===== src/rtl/dm_lsu_if.sv =====
// rtl/dm_lsu_if.sv - request/response and data-memory port bundle for dm_lsu
interface dm_lsu_if #(parameter int ADDR_W = 10);
  logic              req_valid;
  logic              req_ready;
  logic              req_we;
  logic [1:0]        req_size;
  logic              req_signed;
  logic [ADDR_W-1:0] req_addr;
  logic [31:0]       req_wdata;
  logic              resp_valid;
  logic [31:0]       resp_rdata;
  logic              resp_err;
  logic [ADDR_W-1:0] mem_addr;
  logic [31:0]       mem_din;
  logic              mem_we;
  logic [31:0]       mem_dout;

  modport slave (
    input  req_valid, req_we, req_size, req_signed, req_addr, req_wdata, mem_dout,
    output req_ready, resp_valid, resp_rdata, resp_err, mem_addr, mem_din, mem_we
  );

  modport master (
    output req_valid, req_we, req_size, req_signed, req_addr, req_wdata, mem_dout,
    input  req_ready, resp_valid, resp_rdata, resp_err, mem_addr, mem_din, mem_we
  );
endinterface


===== src/rtl/dm_lsu.sv =====
// rtl/dm_lsu.sv - byte/half/word load-store unit with sub-word read-modify-write
module dm_lsu #(
  parameter int ADDR_W = 10
) (
  input  logic     clk,
  input  logic     rst_n,
  dm_lsu_if.slave  bus
);

  typedef enum logic [1:0] {
    S_IDLE = 2'd0,
    S_RD   = 2'd1,
    S_WR   = 2'd2,
    S_RESP = 2'd3
  } state_t;

  state_t            r_state;
  state_t            w_next;
  logic [1:0]        r_size;
  logic              r_signed;
  logic              r_we;
  logic [31:0]       r_wdata;
  logic [ADDR_W-1:0] r_mem_addr;
  logic [31:0]       r_mem_din;
  logic [31:0]       r_rdata;
  logic              r_err;

  logic              w_accept;
  logic              w_err;
  logic              w_word_store;
  logic [31:0]       w_load;
  logic [31:0]       w_merge;

  assign w_accept     = bus.req_valid && (r_state == S_IDLE);
  assign w_word_store = bus.req_we && (bus.req_size == 2'b10);

  always_comb begin
    w_err = 1'b0;
    case (bus.req_size)
      2'b01:   w_err = bus.req_addr[0];
      2'b10:   w_err = (bus.req_addr[1:0] != 2'b00);
      2'b11:   w_err = 1'b1;
      default: w_err = 1'b0;
    endcase
  end

  // Load extension and store merge act on the word being captured at the end of RD.
  always_comb begin
    w_load = bus.mem_dout;
    case (r_size)
      2'b00:   w_load = {{24{r_signed & bus.mem_dout[7]}}, bus.mem_dout[7:0]};
      2'b01:   w_load = {{16{r_signed & bus.mem_dout[15]}}, bus.mem_dout[15:0]};
      default: w_load = bus.mem_dout;
    endcase
  end

  assign w_merge = (r_size == 2'b00) ? {bus.mem_dout[31:8],  r_wdata[7:0]}
                                     : {bus.mem_dout[31:16], r_wdata[15:0]};

  always_comb begin
    w_next = r_state;
    case (r_state)
      S_IDLE: begin
        if (bus.req_valid) begin
          if (w_err)             w_next = S_RESP;
          else if (w_word_store) w_next = S_WR;
          else                   w_next = S_RD;
        end
      end
      S_RD:    w_next = r_we ? S_WR : S_RESP;
      S_WR:    w_next = S_RESP;
      S_RESP:  w_next = S_IDLE;
      default: w_next = S_IDLE;
    endcase
  end

  always_ff @(posedge clk or negedge rst_n) begin
    if (!rst_n) begin
      r_state    <= S_IDLE;
      r_size     <= 2'b00;
      r_signed   <= 1'b0;
      r_we       <= 1'b0;
      r_wdata    <= 32'h0;
      r_mem_addr <= '0;
      r_mem_din  <= 32'h0;
      r_rdata    <= 32'h0;
      r_err      <= 1'b0;
    end else begin
      r_state <= w_next;
      if (w_accept) begin
        r_size   <= bus.req_size;
        r_signed <= bus.req_signed;
        r_we     <= bus.req_we;
        r_wdata  <= bus.req_wdata;
        r_err    <= w_err;
        r_rdata  <= 32'h0;
        // Memory-side outputs only move when an access will actually happen.
        if (!w_err) begin
          r_mem_addr <= bus.req_addr;
          if (w_word_store) r_mem_din <= bus.req_wdata;
        end
      end
      if (r_state == S_RD) begin
        if (r_we) r_mem_din <= w_merge;
        else      r_rdata   <= w_load;
      end
    end
  end

  assign bus.req_ready  = (r_state == S_IDLE);
  assign bus.resp_valid = (r_state == S_RESP);
  assign bus.resp_rdata = r_rdata;
  assign bus.resp_err   = r_err;
  assign bus.mem_addr   = r_mem_addr;
  assign bus.mem_din    = r_mem_din;
  assign bus.mem_we     = (r_state == S_WR);

endmodule


===== src/flat_wrapper.sv =====
// flat-port wrapper written by rule: the top's interface ports become plain ports
module dm_lsu_flat 
#(
  parameter int ADDR_W = 10
)
  (clk, rst_n, bus_req_valid, bus_req_we, bus_req_size, bus_req_signed, bus_req_addr, bus_req_wdata, bus_mem_dout, bus_req_ready, bus_resp_valid, bus_resp_rdata, bus_resp_err, bus_mem_addr, bus_mem_din, bus_mem_we);
  dm_lsu_if #(.ADDR_W(ADDR_W)) bus_i ();
  input  logic clk;
  input  logic rst_n;
  input wire logic [$bits(bus_i.req_valid)-1:0] bus_req_valid;
  input wire logic [$bits(bus_i.req_we)-1:0] bus_req_we;
  input wire logic [$bits(bus_i.req_size)-1:0] bus_req_size;
  input wire logic [$bits(bus_i.req_signed)-1:0] bus_req_signed;
  input wire logic [$bits(bus_i.req_addr)-1:0] bus_req_addr;
  input wire logic [$bits(bus_i.req_wdata)-1:0] bus_req_wdata;
  input wire logic [$bits(bus_i.mem_dout)-1:0] bus_mem_dout;
  output wire logic [$bits(bus_i.req_ready)-1:0] bus_req_ready;
  output wire logic [$bits(bus_i.resp_valid)-1:0] bus_resp_valid;
  output wire logic [$bits(bus_i.resp_rdata)-1:0] bus_resp_rdata;
  output wire logic [$bits(bus_i.resp_err)-1:0] bus_resp_err;
  output wire logic [$bits(bus_i.mem_addr)-1:0] bus_mem_addr;
  output wire logic [$bits(bus_i.mem_din)-1:0] bus_mem_din;
  output wire logic [$bits(bus_i.mem_we)-1:0] bus_mem_we;
  assign bus_i.req_valid = bus_req_valid;
  assign bus_i.req_we = bus_req_we;
  assign bus_i.req_size = bus_req_size;
  assign bus_i.req_signed = bus_req_signed;
  assign bus_i.req_addr = bus_req_addr;
  assign bus_i.req_wdata = bus_req_wdata;
  assign bus_i.mem_dout = bus_mem_dout;
  assign bus_req_ready = bus_i.req_ready;
  assign bus_resp_valid = bus_i.resp_valid;
  assign bus_resp_rdata = bus_i.resp_rdata;
  assign bus_resp_err = bus_i.resp_err;
  assign bus_mem_addr = bus_i.mem_addr;
  assign bus_mem_din = bus_i.mem_din;
  assign bus_mem_we = bus_i.mem_we;
  dm_lsu #(.ADDR_W(ADDR_W)) u_core (.clk(clk), .rst_n(rst_n), .bus(bus_i));
endmodule

===== config.mk =====
export PLATFORM = sky130hd
export DESIGN_NAME = dm_lsu_flat
export DESIGN_NICKNAME = d
export VERILOG_FILES = /design/src/rtl/dm_lsu_if.sv /design/src/rtl/dm_lsu.sv /design/src/flat_wrapper.sv
export SDC_FILE = /design/constraint.sdc
export NUM_CORES = 1
export LEC_CHECK = 0
export CELL_PAD_IN_SITES_DETAIL_PLACEMENT = 1
export CELL_PAD_IN_SITES_GLOBAL_PLACEMENT = 1
export CORE_MARGIN = 4
export CORE_UTILIZATION = 37
export DETAILED_ROUTE_END_ITERATION = 7
export PLACE_DENSITY = 0.88
export SLEW_MARGIN = 20
export SYNTH_ARGS = -nofsm -noshare
export SYNTH_HDL_FRONTEND = slang
export SYNTH_SLANG_ARGS = --single-unit

===== constraint.sdc =====
create_clock -name clk -period 3.2 [get_ports clk]
set_input_delay 0.48 -clock clk [delete_from_list [all_inputs] [get_ports clk]]
set_output_delay 0.48 -clock clk [all_outputs]
set_load 0.03 [all_outputs]

==> results list, run 1 <==
- Sequential cell fraction of total power: 31.2%
- Delay of the slowest cell on the worst path: 0.72 ns
- For this run the aggregate overflow at the end of global routing stands at 0.
* Compound-gate portion of the synthesized area: 20.8%
- Setup violations remaining at the end of the flow were counted as 0.
- Max-slew violation total from the final report: 0
* CTS Sinks: 97
- TritonRoute pass-1 iters: 6
- Derived from the worst setup path, the maximum achievable clock frequency is 0.416 GHz.
- CTS clock-pin slew for the worst setup and hold paths: 0.06 ns
- For the final routed database, the setup TNS stands at 0 ns.
- The flow ran to the end, and the final reports show no timing, DRC or antenna violations.
- Core region area: 11600 sq um
* DRC: 0
* Routed length per placed instance: 22.4 um
* Via density per instance: 5.61
* Total leakage power: 2.64 nW
- Count of vias placed by the detailed router: 3928
* Worst-path fanout max: 6
- The placed instances occupy a cell area of 6060 sq um.
* Critical Path Sink Type: output pin
- Fraction of the core area covered by cells at the end of the flow: 55.3%
- Warning count from the yosys run: 0
- Area share of xor/xnor cells in the synthesized design: 0%
- The endpoint identified for the worst register-to-register timing path is u_core.bus.resp_rdata[27].
- Clock Root Buffer: sky130_fd_sc_hd__clkbuf_16
- Power spread over the standard cell area amounts to 1090 nW/um^2.
- After synthesis, flip-flops and latches occupy 55.0% of the total area.
* Area of the die: 13700 sq um
- Dividing the final minimum period by the clock period gives 75.0%.
* Most frequent cells in the layout: sky130_fd_sc_hd__clkdlybuf4s50_1, sky130_fd_sc_hd__dfrtp_1, sky130_fd_sc_hd__o21ai_1
- Setup repair after global routing left no endpoint under its margin.
- In this run the worst hold path is classified as primary input to async pin.
- Combinational logic is responsible for 51.3% of the overall power.
- Overall track demand over capacity in global routing: 23.2%
- On the critical path, the stage with the largest delay is an instance of sky130_fd_sc_hd__clkdlybuf4s50_1.
- Crit Path Class: register to output pin
* Clock buffers created by TritonCTS: 9
- Counting I/O delays and the setup requirement, the final critical path takes 2.40 ns.
- Input and output buffers added on the ports amount to 158.
* Post-Syn Instances: 409
- The clock network is responsible for 17.5% of the overall power.
* Worst slew margin relative to its limit: 34.6%
* Die width: 117 um
- The worst-case IR drop observed on VDD is 0.555 mV.
- Summed over all nets, the switching power comes to 0.00292 W.
- # rows: 39
* Diode insertion count for antenna repair: 0
* Number of cells traversed by the worst register-to-register path: 5
- Summing the areas of all and, or, nand and nor instances in the mapped netlist gives 9.13% of the synthesized area.
* Origin of the critical flop-to-flop path: u_core.r_state[0]
- WP buf/inv: 2
- Once the clock tree was built, the resizer swapped 0 gates to a different size.
- When the netlist entered floorplanning its net count stood at 495.
* Mux contribution to synthesized area: 9.38%
- Post-CTS setup buffer count: 0
- Number of design-rule violations left by the first detailed-router iteration: 295
- Post-route clock skew: 0.00575 ns
* Io pins: 159
* Insertion delay of the later-clocked pin in the worst-skew pair: 0.35 ns
- Summing all non-filler instances in the final layout gives an area of 6400 sq um.
* CTS Hold Bufs: 0
- Pin count of the biggest net entering global routing: 88
* Overall routed net length: 15700 um
- STA classifies the critical path startpoint as a register.
- Largest buffer count on any clock path: 2
* Ratio of cells with drive above 1 in the final layout: 8.98%
- Across the run, the number of max-cap violations was 0.
* Slack of the worst reg-to-reg path: 1.02 ns
- Each instance of the synthesized netlist takes up on average 10.8 sq um.
- Routability-driven placement finished with a final weighted congestion of 0.774.
- The netlist uses 38 different library cells.
- Post-layout nets: 638
- Sum of net half-perimeters after detailed placement: 10800 um
* Arithmetic-cell share of the synthesized area counting full adders, half adders and majority gates: 1.42%
* Largest delay share family, worst path: buffers and inverters
- Endpoints failing hold: 0
- Starting Density: 38.2%
- After synthesis, the largest family of logic cells by area is compound AO/OA/AOI/OAI gates.
- Walking the worst path, the cells encountered are inv_1 -> ha_1 -> clkdlybuf4s50_1.
- The synthesized design contains 97 register bits.
* Critical path arrival: 1.92 ns
- TritonCTS built the clock tree.
- The H-tree was split into 3 levels.
* Initial antenna violation count: 0
- Switch share: 41.9%
- Overall die height: 117 um
* Data required time at the worst endpoint: 2.72 ns
- Transition at the pin with the smallest max-transition slack: 0.980 ns
* Post-route ant nets: 0
* Global-route wire length before repair: 24000 um
- Pint: 0.00404 W
- The number of global-route vias before repair came to 4277.
* Most frequent standard cell in the layout excluding fill and tap cells: sky130_fd_sc_hd__clkdlybuf4s50_1
- Relative to the synthesized area, the layout overhead comes to 44.9%.
- The synthesized netlist occupies a cell area of 4410 sq um.
## cell families (layout without fill, tap and decap cells)
logic type	after synthesis	count (layout)
mux	34	34
compound gates	150	150
fa+ha+maj	5	5
simple gates	85	85
flops	97	97
buf+inv	38	186
## power groups by stage
stage	clock, W	sequential [W]	combinational, W
floorplan	0	0.00294	0.00136
global placement	0	0.00215	0.00344
detailed placement	0	0.00219	0.00358
CTS	0.00123	0.00218	0.00361
global route	0.00129	0.00224	0.00382
finish	0.00122	0.00217	0.00357
## layout make-up
type	instances	area, sq um
fill	1270	5170
tap	143	179
timing repair buffer	166	1640
clock buffer	11	253
clock inverter	5	77.6
inverter	4	15.0
sequential	97	2430
multi-input combinational	274	1800
## per-stage QoR
stage	std cells	hold slack (ns)	setup slack [ns]	total power [W]
finish	700	0.179	0.799	0.00696
global route	700	0.282	0.730	0.00735
CTS	700	0.401	0.796	0.00701
detailed placement	684	0.483	0.755	0.00577
global placement	684	0.475	0.881	0.00559
floorplan	409	0.184	1.38	0.00429
## synth_stat cells (all sizes together)
cell    count  share of area, %
clkbuf     17               1.5
a31oi      32               4.5
nand3      17               1.9
a21oi      30               3.4
o21a        2              0.34
nand2      29               2.5
nor2b       2              0.28
nor2       25               2.2
a22oi       5              0.85
nor3        1              0.37
or3         1              0.26
or2         1              0.14
a211oi      4              0.68
and2        2              0.28
nand2b      1              0.14
and4        1              0.20
dfrtp      97                55
o32ai       1              0.20
buf        17               2.4
nand4       1              0.14
mux2i       5               1.2
nor3b       4              0.68
mux2       29               8.2
ha          5               1.4
o21ai      51               5.9
inv         4              0.34
a22o       24               4.8
a211o       1              0.20
## layer usage
metal,wire length (um),track usage (%),vias up
met2,7870,38.5,127
met1,6740,30.5,2000
met4,319,8.49,0
met3,773,3.91,20
li1,-,-,1781
met5,0,0,-
## worst max-delay path by stage
stage | start | to | cells after the start
after floorplan | u_core.r_state[0] | u_core.bus.mem_addr[0] | 6
after global placement | bus_req_valid | u_core.bus.resp_rdata[22] | 4
after detailed placement | bus_req_valid | u_core.bus.resp_rdata[2] | 4
after CTS | u_core.r_state[1] | bus_req_ready | 3
after global routing | u_core.r_state[1] | bus_req_ready | 3
final | u_core.r_state[1] | bus_req_ready | 3
## registers in the layout, summed over array words and instances, names as in the netlist
name / flops
u_core.bus.resp_err: 1
u_core.r_wdata: 16
u_core.bus.mem_din: 32
u_core.bus.resp_rdata: 32
u_core.r_signed: 1
u_core.r_we: 1
u_core.r_size: 2
u_core.r_state: 2
u_core.bus.mem_addr: 10
Note: power is estimated with default switching activity, not from simulation.
==> run 2: changes to the inputs <==
Settings changed: CORE_UTILIZATION 37 to 34, PLACE_DENSITY 0.88 to 0.82.
Clock period 3.2 ns to 2.3 ns, I/O delays scaled along.
==> results list, run 2 (synthesized netlist as in run 1, its figures left out) <==
* Min-Delay Path Class: primary input to async pin
* Most frequent standard cell in the layout excluding fill and tap cells: sky130_fd_sc_hd__clkdlybuf4s50_1
- Initial antenna violation count: 0
* Area of the die: 14900 sq um
- After detailed routing, the number of vias per cell comes to 5.41.
- Counting the fill cells in the layout gives 1397.
* Area used by sequential logic in the layout: 2430 sq um
* Highest clock frequency the design can meet: 0.473 GHz
- STA classifies the critical path startpoint as a register.
- Sum of net half-perimeters after detailed placement: 11200 um
* Core region area: 12700 sq um
- Cell type of the slowest stage on the worst timing path: sky130_fd_sc_hd__clkdlybuf4s50_1
* Vias in the first global route: 4278
- Endpoints failing hold: 0
- The critical path goes through inv_1 -> ha_1 -> clkdlybuf4s50_1.
- TritonRoute pass-1 iters: 4
* Critical path arrival: 1.77 ns
- Clock Root Buffer: sky130_fd_sc_hd__clkbuf_16
* Global-route wire length before repair: 24300 um
* Max_cap viols: 0
- Clock buffers created by TritonCTS: 9
- Measured along the x axis, the die boundary spans 122 um.
* Overall die height: 122 um
- Along the worst path, the maximum fanout reaches 4.
- Ratio of cells with drive above 1 in the final layout: 9.24%
- CTS clock-pin slew for the worst setup and hold paths: 0.07 ns
- Subtracting the final worst setup slack from the clock period gives 2.12 ns.
* Post-route ant nets: 0
- Total power divided by cell area: 1470 nW/um^2
- DRC: 0
- Routed length per placed instance: 21.4 um
- Data required time at the worst endpoint: 1.96 ns
- CTS Sinks: 97
- Buffers added on ports: 158
- Pin count of the biggest net entering global routing: 46
* Worst hold-check slack: 0.473 ns
- Most frequent cells in the layout: sky130_fd_sc_hd__clkdlybuf4s50_1, sky130_fd_sc_hd__dfrtp_1, sky130_fd_sc_hd__o21ai_1
* Insertion delay of the later-clocked pin in the worst-skew pair: 0.35 ns
* Overall track demand over capacity in global routing: 21.5%
- The clock tree synthesis step divided the H-tree into 3 levels.
- Area Growth Syn to Fin: 47.1%
- The clock arrives with 0.00964 ns of skew.
- Largest buffer count on any clock path: 2
- Transition at the pin with the smallest max-transition slack: 0.825 ns
* Total overflow reported by the global router: 0
- Run status: complete, no violations
* Max-slew violation total from the final report: 0
- Origin of the critical flop-to-flop path: u_core.r_state[1]
- Count of vias placed by the detailed router: 3976
- # rows: 41
- Diode insertion count for antenna repair: 0
- Overall routed net length: 15700 um
- Worst Slack Setup Final: 0.184 ns
* Number of non-filler instances in the completed layout: 735
- In this run, placement finished with an instance count of 718.
- The critical path in this run is classified as register to output pin.
- TritonCTS built the clock tree.
- Io pins: 159
* Accumulated negative setup slack: 0 ns
- Worst slew margin relative to its limit: 45.0%
- Setup violations remaining at the end of the flow were counted as 0.
* RR Endpoint: u_core.bus.resp_rdata[8]
- Total area of multi-input combinational cells: 1810 sq um
- Pre-CTS setup slack: 0.0142 ns
* Number of design-rule violations left by the first detailed-router iteration: 157
- Post-layout nets: 644
* Slack of the worst reg-to-reg path: 0.31 ns
* Final weighted congestion in routability-driven placement: 0.761
* Delay of the slowest cell on the worst path: 0.68 ns
- VDD sags by at most 0.625 mV.
* RSZ-0062 raised after global routing: no
- Tcrit/Tclk final: 92.0%
* Starting Density: 34.8%
- The analysis attributes to cell leakage a power of 2.68 nW.
- Counting cells, the worst reg-to-reg path comes to 6.
- Critical Path Sink Type: output pin
## run 2: cell types whose count changed in the layout (fill, tap and decap cells not counted), sizes merged
cell and change:
buf +5, clkbuf +2, bufinv -1, clkdlybuf4s50 -1, clkinvlp -1, dlygate4sd3 +1
dlymetal6s2s +1
## run 2: report_power, final
| part | switching, W | internal [W] | leakage [nW] |
|---|---|---|---|
| Combinational | 0.00288 | 0.00215 | 1.38 |
| Sequential | 0.000498 | 0.00251 | 1.16 |
| Clock | 0.000653 | 0.000871 | 0.144 |
| Total | 0.00403 | 0.00554 | 2.68 |
## run 2: per-layer routing
layer / vias up / track usage [%] / wire length (um)
li1: 1800 / - / -
met1: 2036 / 28.6 / 6940
met2: 119 / 34.9 / 7640
met3: 21 / 4.32 / 768
met4: 0 / 7.63 / 382
met5: - / 0 / 0
## run 2: what timing repair did
action,CTS,global route
hold endpoints to repair,30,0
hold buffers,1,0
gates resized for setup,0,1
setup buffers,0,0
endpoints found under the setup margin,0,1
## run 2: final cells by class
| type | count | share of cell area [%] |
|---|---|---|
| clock buffer | 13 | 3.85 |
| clock inverter | 3 | 0.617 |
| inverter | 4 | 0.231 |
| multi-input combinational | 274 | 27.8 |
| sequential | 97 | 37.4 |
| tap | 172 | 3.31 |
| timing repair buffer | 172 | 26.8 |
## run 2: worst max-delay path by stage
stage	from	to	slack, ns
finish	u_core.r_state[0]	bus_mem_we	0.18
global placement	bus_req_valid	u_core.bus.resp_rdata[22]	0.13
global route	u_core.r_state[0]	bus_mem_we	0.12
CTS	u_core.r_state[0]	bus_req_ready	0.05
floorplan	u_core.r_state[0]	u_core.bus.mem_addr[0]	0.48
detailed placement	bus_req_valid	u_core.bus.resp_rdata[26]	0.01
## run 2: metrics by stage
stage / utilization [%] / cell area, sq um / total power (W)
floorplan: - / 4410 / 0.00597
global placement: 48.8 / 6190 / 0.00784
detailed placement: 48.8 / 6190 / 0.00808
CTS: 51.2 / 6490 / 0.00965
global route: 51.2 / 6490 / 0.0101
finish: 51.2 / 6490 / 0.00957
## run 2: worst max-delay path, delay by kind of cell (launching register included)
family,cells,cell delay [ns]
adders and majority gates,1,0.19
DFF,1,0.42
buffers and inverters,2,0.81
==> run 3: changes to the inputs <==
==> constraint.sdc (replaced) <==
create_clock -name clk -period 2.3 [get_ports clk]
set_input_delay 0.69 -clock clk [delete_from_list [all_inputs] [get_ports clk]]
set_output_delay 0.69 -clock clk [all_outputs]
set_load 0.03 [all_outputs]
==> results list, run 3 (synthesized netlist as in run 1, its figures left out) <==
- The run finished with clean final reports.
* Sum of net half-perimeters after detailed placement: 11300 um
- Relative to the synthesized area, the layout overhead comes to 47.8%.
* Starting Density: 34.8%
- Overall routed net length: 15300 um
- Io pins: 159
- RSZ-0062 raised after global routing: no
- Most frequent standard cell in the layout excluding fill and tap cells: sky130_fd_sc_hd__clkdlybuf4s50_1
- The initial antenna violation count was 0.
* Global-route wire length before repair: 24200 um
- The tool flagged a number of max-cap violations equal to 0.
- Fraction of the core area covered by cells at the end of the flow: 51.5%
- Net switching is 42.3% of the power.
* Max-slew violation total from the final report: 0
- Ratio of cells with drive above 1 in the final layout: 10.0%
- Dividing the detail-routed wire length by the instance count gives 20.7 um.
- Summed over all cells, the static leakage comes to 2.70 nW.
* Final standard cell area without fillers: 6530 sq um
* Overall track demand over capacity in global routing: 21.3%
- The clock reaches the later pin of the worst-skew pair after 0.35 ns.
* Diode insertion count for antenna repair: 0
* Die width: 122 um
- Largest buffer count on any clock path: 2
- Post-layout nets: 651
- Using the TritonRoute via totals, the vias-per-cell ratio works out to 5.33.
* CTS Sinks: 97
- The detail route stage leaves a number of antenna-violating nets equal to 0.
* Maximum level of the CTS H-tree: 3
* Filler Cell Count: 1408
- Worst-path fanout max: 4
* Highest clock frequency the design can meet: 0.449 GHz
- Transition at the pin with the smallest max-transition slack: 0.813 ns
- Post-route clock skew: 0.00465 ns
- Post-CTS setup buffer count: 0
- From bottom edge to top edge, the die measures 122 um.
- Entering global routing, the biggest net connects 98 pins.
* Clock Root Buffer: sky130_fd_sc_hd__clkbuf_16
- RR Endpoint: u_core.bus.mem_din[20]
* Crit Path Class: register to output pin
- Switching power: 0.00400 W
* Buffers added on ports: 158
- Registers are responsible for 31.8% of the overall power.
* Total setup violations reported at the end of the flow: 0
- The count of endpoints failing hold in the final timing report came to 0.
* Kind of start point of the critical path: register
* Data required time at the worst endpoint: 1.61 ns
- In this run the core area contains 41 standard-cell rows.
- Setup slack on the worst reg-to-reg path comes out at 0.34 ns.
* Area of the die: 14900 sq um
* Clock buffers created by TritonCTS: 9
- For this run, design rule violations remaining after detail routing come to 0.
- The worst setup path is captured at an output pin.
* Comb pwr share: 53.9%
* Count of vias placed by the detailed router: 3943
* Total overflow reported by the global router: 0
* Largest vdd supply drop: 0.792 mV
* TritonRoute pass-1 iters: 4
- Worst slew margin relative to its limit: 45.8%
- CTS clock-pin slew for the worst setup and hold paths: 0.07 ns
- Post-route minimum period: 2.23 ns
* Total power divided by cell area: 1450 nW/um^2
* Final weighted congestion in routability-driven placement: 0.805
- Number of cells traversed by the worst register-to-register path: 6
* Number of design-rule violations left by the first detailed-router iteration: 187
* Pint: 0.00547 W
- The final critical path takes up 96.9% of the cycle.
- In the layout the commonest cells are sky130_fd_sc_hd__clkdlybuf4s50_1, sky130_fd_sc_hd__dfrtp_1, sky130_fd_sc_hd__o21ai_1.
- Vias in the first global route: 4331
- Critical path arrival: 1.54 ns
- The startpoint identified for the worst register-to-register timing path is u_core.r_state[1].
- CTS tree: built
- Core region area: 12700 sq um
- The path class of the tightest hold or removal check is primary input to async pin.
- Clock network fraction of design power: 14.3%
- Area after detailed placement: 6280 sq um
[run 3: stage by stage]
stage / hold WS [ns] / setup slack (ns) / TNS, ns / power, W / instances
3_5_place_dp: 0.480 / -0.0210 / -0.0890 / 0.00819 / 726
6_report: 0.398 / 0.0719 / 0 / 0.00947 / 740
3_3_place_gp: 0.474 / 0.0351 / 0 / 0.00796 / 726
2_1_floorplan: 0.394 / 0.482 / 0 / 0.00597 / 409
5_1_grt: 0.451 / 0.00956 / 0 / 0.0100 / 740
4_1_cts: 0.422 / 0.0383 / 0 / 0.00955 / 740
[run 3: how the worst max path moves through the flow]
stage	start	endpoint	slack (ns)	cells after the start
after floorplan	u_core.r_state[0]	u_core.bus.mem_addr[0]	0.48	6
after global placement	bus_req_addr[0]	u_core.bus.mem_din[13]	0.04	4
after detailed placement	bus_req_size[0]	u_core.r_state[0]	-0.02	4
after CTS	u_core.r_state[0]	bus_mem_we	0.04	3
after global routing	u_core.r_state[1]	bus_req_ready	0.01	3
final	u_core.r_state[0]	bus_mem_we	0.07	3
[run 3: power groups by stage]
| stage | Combinational [W] | Sequential, W | Clock, W |
|---|---|---|---|
| detailed placement | 0.00516 | 0.00303 | 0 |
| floorplan | 0.00189 | 0.00409 | 0 |
| global route | 0.00546 | 0.00311 | 0.00144 |
| global placement | 0.00498 | 0.00298 | 0 |
| finish | 0.00510 | 0.00302 | 0.00135 |
| CTS | 0.00516 | 0.00302 | 0.00138 |
[run 3: layout make-up]
class	instances	area (sq um)	area share [%]
clock buffer	13	240	3.68
clock inverter	1	5.00	0.0767
inverter	4	15.0	0.230
multi-input combinational	274	1800	27.6
sequential	97	2430	37.2
tap	172	215	3.30
timing repair buffer	179	1820	27.9
[run 3: metal layers]
layer  wire length [um]  vias to the layer above  part of all wire, %  global-route usage [%]
li1                   -                     1804                    -                       -
met1               6560                     1989                   43                    27.0
met2               7430                      120                   48                    34.9
met3                890                       30                  5.8                    4.87
met4                468                        0                  3.0                    9.31
met5                  0                        -                    0                       0
[run 3: repair_timing]
action,4_1_cts,5_1_grt
endpoints found under the setup margin,3,1
cloned,0,0
gates resized for setup,3,1
hold buffers,0,0
[run 3: worst max-delay path: stages (launching register included)]
cell,delay (ns)
sky130_fd_sc_hd__dfrtp_1,0.43
sky130_fd_sc_hd__inv_1,0.13
sky130_fd_sc_hd__ha_1,0.22
sky130_fd_sc_hd__clkdlybuf4s15_1,0.40
